===== config.mk =====
export PLATFORM = sky130hd
export DESIGN_NAME = alu_op_sequencer
export DESIGN_NICKNAME = d
export VERILOG_FILES = /design/src/rtl/alu_op_sequencer.sv
export SDC_FILE = /design/constraint.sdc
export NUM_CORES = 1
export LEC_CHECK = 0
export ABC_AREA = 1
export ABC_CLOCK_PERIOD_IN_PS = 2100
export CORE_ASPECT_RATIO = 2
export CORE_MARGIN = 2
export CORE_UTILIZATION = 40
export CTS_CLUSTER_DIAMETER = 60
export CTS_CLUSTER_SIZE = 10
export DETAILED_ROUTE_END_ITERATION = 6
export GPL_ROUTABILITY_DRIVEN = 0
export GPL_TIMING_DRIVEN = 0
export PLACE_DENSITY = 0.74
export REMOVE_ABC_BUFFERS = 1
export SYNTH_ARGS = -nofsm -noshare
export SYNTH_HDL_FRONTEND = slang
export SYNTH_SLANG_ARGS = --single-unit

===== constraint.sdc =====
create_clock -name clk -period 2.1 [get_ports clk]
set_clock_uncertainty 0.1 [all_clocks]
set_input_delay 0.42 -clock clk [delete_from_list [all_inputs] [get_ports clk]]
set_output_delay 0.42 -clock clk [all_outputs]
set_load 0.05 [all_outputs]

===== src/rtl/alu_op_sequencer.sv =====
// Sequences 32- or 64-bit operations onto a shared combinational 32-bit ALU,
// one word per cycle, with carry chaining and an architectural {N,Z,C,V} register.
module alu_op_sequencer #(
    parameter int DW = 32
) (
    input  logic            clk,
    input  logic            rst,
    input  logic            req_valid,
    output logic            req_ready,
    input  logic [2:0]      req_op,
    input  logic            req_wide,
    input  logic            req_s,
    input  logic [2*DW-1:0] req_a,
    input  logic [2*DW-1:0] req_b,
    output logic [DW-1:0]   alu_in1,
    output logic [DW-1:0]   alu_in2,
    output logic            alu_carry,
    output logic [3:0]      alu_cmd,
    input  logic [DW-1:0]   alu_out,
    input  logic [3:0]      alu_status,
    output logic            rsp_valid,
    input  logic            rsp_ready,
    output logic [2*DW-1:0] rsp_result,
    output logic [3:0]      rsp_flags,
    output logic            rsp_err,
    output logic [3:0]      sr
);

    typedef enum logic [1:0] {ST_IDLE, ST_LO, ST_HI, ST_DONE} state_t;

    localparam logic [2:0] OP_ADD = 3'b010;
    localparam logic [2:0] OP_SUB = 3'b011;
    localparam logic [2:0] OP_ILL = 3'b111;

    state_t             state_q, state_d;
    logic [2:0]         op_q, op_d;
    logic               wide_q, wide_d;
    logic               s_q, s_d;
    logic [2*DW-1:0]    a_q, a_d;
    logic [2*DW-1:0]    b_q, b_d;
    logic [DW-1:0]      res_lo_q, res_lo_d;
    logic [DW-1:0]      res_hi_q, res_hi_d;
    logic [3:0]         flags_lo_q, flags_lo_d;
    logic [3:0]         flags_q, flags_d;
    logic               err_q, err_d;
    logic [3:0]         sr_q, sr_d;
    logic [3:0]         lo_cmd;

    always_comb begin
        lo_cmd = 4'b0000;
        case (op_q)
            3'b000:  lo_cmd = 4'b0001;
            3'b001:  lo_cmd = 4'b1001;
            3'b010:  lo_cmd = 4'b0010;
            3'b011:  lo_cmd = 4'b0100;
            3'b100:  lo_cmd = 4'b0110;
            3'b101:  lo_cmd = 4'b0111;
            3'b110:  lo_cmd = 4'b1000;
            default: lo_cmd = 4'b0000;
        endcase
    end

    always_comb begin
        state_d    = state_q;
        op_d       = op_q;
        wide_d     = wide_q;
        s_d        = s_q;
        a_d        = a_q;
        b_d        = b_q;
        res_lo_d   = res_lo_q;
        res_hi_d   = res_hi_q;
        flags_lo_d = flags_lo_q;
        flags_d    = flags_q;
        err_d      = err_q;
        sr_d       = sr_q;
        alu_in1    = '0;
        alu_in2    = '0;
        alu_carry  = 1'b0;
        alu_cmd    = 4'b0000;

        case (state_q)
            ST_IDLE: begin
                if (req_valid) begin
                    op_d   = req_op;
                    wide_d = req_wide;
                    s_d    = req_s;
                    a_d    = req_a;
                    b_d    = req_b;
                    // High word is cleared up front so narrow results read back zero-extended.
                    res_lo_d = '0;
                    res_hi_d = '0;
                    if (req_op == OP_ILL) begin
                        flags_d = 4'b0000;
                        err_d   = 1'b1;
                        state_d = ST_DONE;
                    end else begin
                        err_d   = 1'b0;
                        state_d = ST_LO;
                    end
                end
            end
            ST_LO: begin
                alu_in1    = a_q[DW-1:0];
                alu_in2    = b_q[DW-1:0];
                alu_cmd    = lo_cmd;
                res_lo_d   = alu_out;
                flags_lo_d = alu_status;
                flags_d    = alu_status;
                state_d    = wide_q ? ST_HI : ST_DONE;
            end
            ST_HI: begin
                alu_in1 = a_q[2*DW-1:DW];
                alu_in2 = b_q[2*DW-1:DW];
                alu_cmd = lo_cmd;
                // ALU reports borrow on subtract, while SBC consumes an inverted carry.
                if (op_q == OP_ADD) begin
                    alu_cmd   = 4'b0011;
                    alu_carry = flags_lo_q[1];
                end else if (op_q == OP_SUB) begin
                    alu_cmd   = 4'b0101;
                    alu_carry = ~flags_lo_q[1];
                end
                res_hi_d = alu_out;
                flags_d  = {alu_status[3], alu_status[2] & flags_lo_q[2], alu_status[1:0]};
                state_d  = ST_DONE;
            end
            ST_DONE: begin
                if (rsp_ready) begin
                    state_d = ST_IDLE;
                    if (s_q && !err_q) begin
                        sr_d = flags_q;
                    end
                end
            end
            default: state_d = ST_IDLE;
        endcase
    end

    always_ff @(posedge clk) begin
        if (rst) begin
            state_q    <= ST_IDLE;
            op_q       <= '0;
            wide_q     <= 1'b0;
            s_q        <= 1'b0;
            a_q        <= '0;
            b_q        <= '0;
            res_lo_q   <= '0;
            res_hi_q   <= '0;
            flags_lo_q <= '0;
            flags_q    <= '0;
            err_q      <= 1'b0;
            sr_q       <= '0;
        end else begin
            state_q    <= state_d;
            op_q       <= op_d;
            wide_q     <= wide_d;
            s_q        <= s_d;
            a_q        <= a_d;
            b_q        <= b_d;
            res_lo_q   <= res_lo_d;
            res_hi_q   <= res_hi_d;
            flags_lo_q <= flags_lo_d;
            flags_q    <= flags_d;
            err_q      <= err_d;
            sr_q       <= sr_d;
        end
    end

    assign req_ready  = (state_q == ST_IDLE);
    assign rsp_valid  = (state_q == ST_DONE);
    assign rsp_result = {res_hi_q, res_lo_q};
    assign rsp_flags  = flags_q;
    assign rsp_err    = err_q;
    assign sr         = sr_q;

endmodule


==> impl_metrics.csv <==
group,metric,value,unit
run_status,outcome,"finished, violations left",
worst_setup_path,crit_type,"register to primary output",
yosys,synth_top_family_by_area,"simple AND/OR/NAND/NOR gates",
finish,area_delta_synth_final,53.4,%
floorplanning,initial_core_util,0.407,
place,place_ws,-1350,ps
worst_setup_path,crit_fanout,64,
yosys,post-synth-top-count-cell,"nor2_1",
worst_setup_path,critPathRequiredTime,1580,ps
worst_setup_path,r2r_slack,100,ps
yosys,syn_area_per_cell,7.17,um2
yosys,synth_area_leaders,"dfxtp_1 (49%), nor2_1 (13%), nand2_1 (9.3%)",
floorplanning,die_x,107,um
clock_tree,cts_buffer_depth,3,
yosys,muxShareOfSynthArea,0,
yosys,synth_top_area_frac,0.494,
worst_setup_path,crit_path_end_kind,"primary output",
sta,rsz0062_at_grt,"yes",
floorplanning,std_cell_rows,75,
sta,fmax,405,MHz
global_routing,met3_usage,0.0442,
sta,slew_violations,0,
sta,worst_slack,-367,ps
worst_setup_path,worstReg2RegStart,"state_q[0]",
yosys,synth_compound_area_frac,0.170,
clock_tree,clock_sinks,210,
yosys,synth-edff-count,0,
place,post-place-cells,1683,
global_routing,grtUsageTotal,0.262,
global_routing,grt_pass1_vias,8781,
floorplanning,fp.dieH,210,um
clock_tree,clk_pin_slew,60,ps
global_routing,met1_usage,0.260,
global_routing,grt_overflow,0,
clock_tree,numCtsBuffers,24,
yosys,synth_fa_ha_area_frac,0.00588,
sta,fin_crit_sh,1.17,
floorplanning,ios,317,
yosys,synth_ff_type,"dfxtp_1",
finish,drive_gt1_frac,0.128,
hold_path,hp-start,"rst",
clock_tree,cts_tree,"yes",
global_routing,grt_busiest_layer,"met2",
clock_tree,worstSkewPairLatency,510,ps
sta,finalCriticalPeriod,2470,ps
worst_setup_path,cp_top_family,"buffers and inverters",
yosys,synth_xor_xnor_area_share,0,
finish,final_area,13100,um2
sta,slew_headroom,0.623,
route,drc_errors,0,
place,port_buffers,316,
yosys,syn_inst,1187,
worst_setup_path,critPathMaxStageDelay,380,ps
yosys,synthSimpleGateAreaFrac,0.263,
global_routing,grt_use_met2,0.499,
global_routing,grt_max_degree,109,
worst_setup_path,crit_path_start_kind,"register",
power_and_ir_drop,power_density,1450,nW/um2
sta,finalSetupViolations,69,
sta,finalHoldViolations,0,
global_routing,grt_pass1_wl,46400,um
clock_tree,clockRootBuffer,"clkbuf_16",
yosys,yosysWarningCount,0,
worst_setup_path,cpMaxStageDelayCell,"dfxtp_4",
worst_setup_path,reg2reg_to,"res_lo_q[30]",
finish,fin_nets,1659,
worst_setup_path,cp.arrival,1950,ps
yosys,ys_ff_latch,210,
route,wl_per_cell,17.7,um
power_and_ir_drop,ir_worst_vdd,0.000929,V
route,via_per_inst,5.19,
yosys,async_flop_share,0,
yosys,ys_types,22,
hold_path,holdPathStages,2,
global_routing,antenna_found_initial,3,
yosys,netlist_area,8510,um2
route,ant_nets,0,
yosys,synth_largest_area_cell,"dfxtp_1",
floorplanning,die-area,22500,um2
sta,tightest_slew,568,ps
finish,utilization,0.624,
power_and_ir_drop,power,19.0,mW
clock_tree,cts.htree.levels,1,
route,num_vias,9091,
route,wl,30900,um
run_status,violations,"setup timing",
worst_setup_path,path_cells,"inv_4 -> ha_4 -> inv_16 -> a21oi_1 -> buf_4",
place,hpwl,17600,um
worst_setup_path,ff2ff_path_depth,9,
yosys,yosys-top-cells-count,"nor2_1 (290), dfxtp_1 (210), nand2_1 (210)",
finish,fill_cells,1868,
finish,fin_cells,1753,
place,place_area,11700,um2
hold_path,holdPathEnd,"res_lo_q[10]",
worst_setup_path,crit_start,"state_q[1]",
route,drtIter0Drc,544,
clock_tree,hold_buffers,0,
flow_run,maxCapViolCount,0,
floorplanning,core_area,20900,um2
route,dr.pass1.iters,5,
worst_setup_path,worst-path-buf-inv,3,
hold_path,holdCritPathClass,"primary input to register",
power_and_ir_drop,leakage,5.29,nW
yosys,ys_seq_area_frac,0.494,
## kinds of logic (layout without fill, tap and decap cells)
kind of cell / after synthesis / in the layout
adders and majority gates: 4 / 4
buffers and inverters: 114 / 406
and+or+nand+nor: 572 / 572
AOI/OAI and AO/OA: 287 / 289
other: 0 / 3
DFF: 210 / 210
## how the worst max path moves through the flow
stage,endpoint,slack [ps],cells after the start
floorplan,alu_cmd[0],-2400,4
global placement,alu_cmd[0],-4230,5
detailed placement,alu_in2[29],-1350,5
CTS,alu_in2[2],-350,7
global route,alu_in2[0],-410,7
finish,alu_in2[30],-370,5
## placed cells by master (no fill, tap or decap)
cell type / count
a211oi_2: 1
a21o_1: 1
a21oi_1: 122
a21oi_2: 18
buf_12: 12
buf_16: 9
buf_2: 1
buf_4: 55
buf_6: 33
buf_8: 2
bufbuf_16: 3
clkbuf_16: 26
clkdlybuf4s50_1: 171
dfxtp_1: 208
dfxtp_4: 2
diode_2: 3
dlygate4sd2_1: 73
ha_2: 1
ha_4: 3
inv_1: 15
inv_16: 2
inv_4: 3
inv_8: 1
nand2_1: 204
nand2_2: 5
nand2_4: 1
nand2_8: 2
nand3_1: 68
nand4_1: 1
nor2_1: 286
nor2_2: 4
nor3_1: 1
o21ai_0: 131
o21ai_1: 11
o21ai_4: 5
## cell type report
type	count	area, um2	area share
Clock buffer	25	626	0.0479
Tap cell	269	337	0.0258
Timing Repair inverter	1	11.3	0.000862
Sequential cell	210	4210	0.323
Antenna cell	3	7.51	0.000575
Timing Repair Buffer	360	3780	0.290
Multi-Input combinational cell	865	3970	0.304
Inverter	20	115	0.00882
## metrics by stage
stage	TNS (ps)	hold slack (ps)
2_1_floorplan	-362150	331
3_3_place_gp	-898380	342
3_5_place_dp	-294640	346
4_1_cts	-21880	202
5_1_grt	-25530	236
6_report	-21470	215
## layer usage
| metal | routed length (um) | part of all wire |
|---|---|---|
| met1 | 10700 | 0.35 |
| met2 | 16700 | 0.54 |
| met3 | 1630 | 0.053 |
| met4 | 1870 | 0.061 |
| met5 | 0 | 0 |
## report_power, final
part / total, mW / internal, mW / switching (mW)
clock network: 3.59 / 2.07 / 1.51
registers: 5.61 / 5.05 / 0.561
logic: 9.79 / 3.50 / 6.29
total: 19.0 / 10.6 / 8.36
## registers in the layout (all words and copies together), names as in the netlist
register	flops
b_q	64
sr	4
res_lo_q	32
op_q	3
state_q	2
rsp_flags	4
flags_lo_q	2
res_hi_q	32
rsp_err	1
s_q	1
a_q	64
wide_q	1
## repair_timing
| action | 4_1_cts | 5_1_grt |
|---|---|---|
| endpoints found under the setup margin | 344 | 148 |
| buffers inserted | 22 | 8 |
| gates cloned | 11 | 1 |
| resized for setup | 563 | 38 |
| pin swaps | 10 | 5 |
Power figures use the tool's default switching activity.
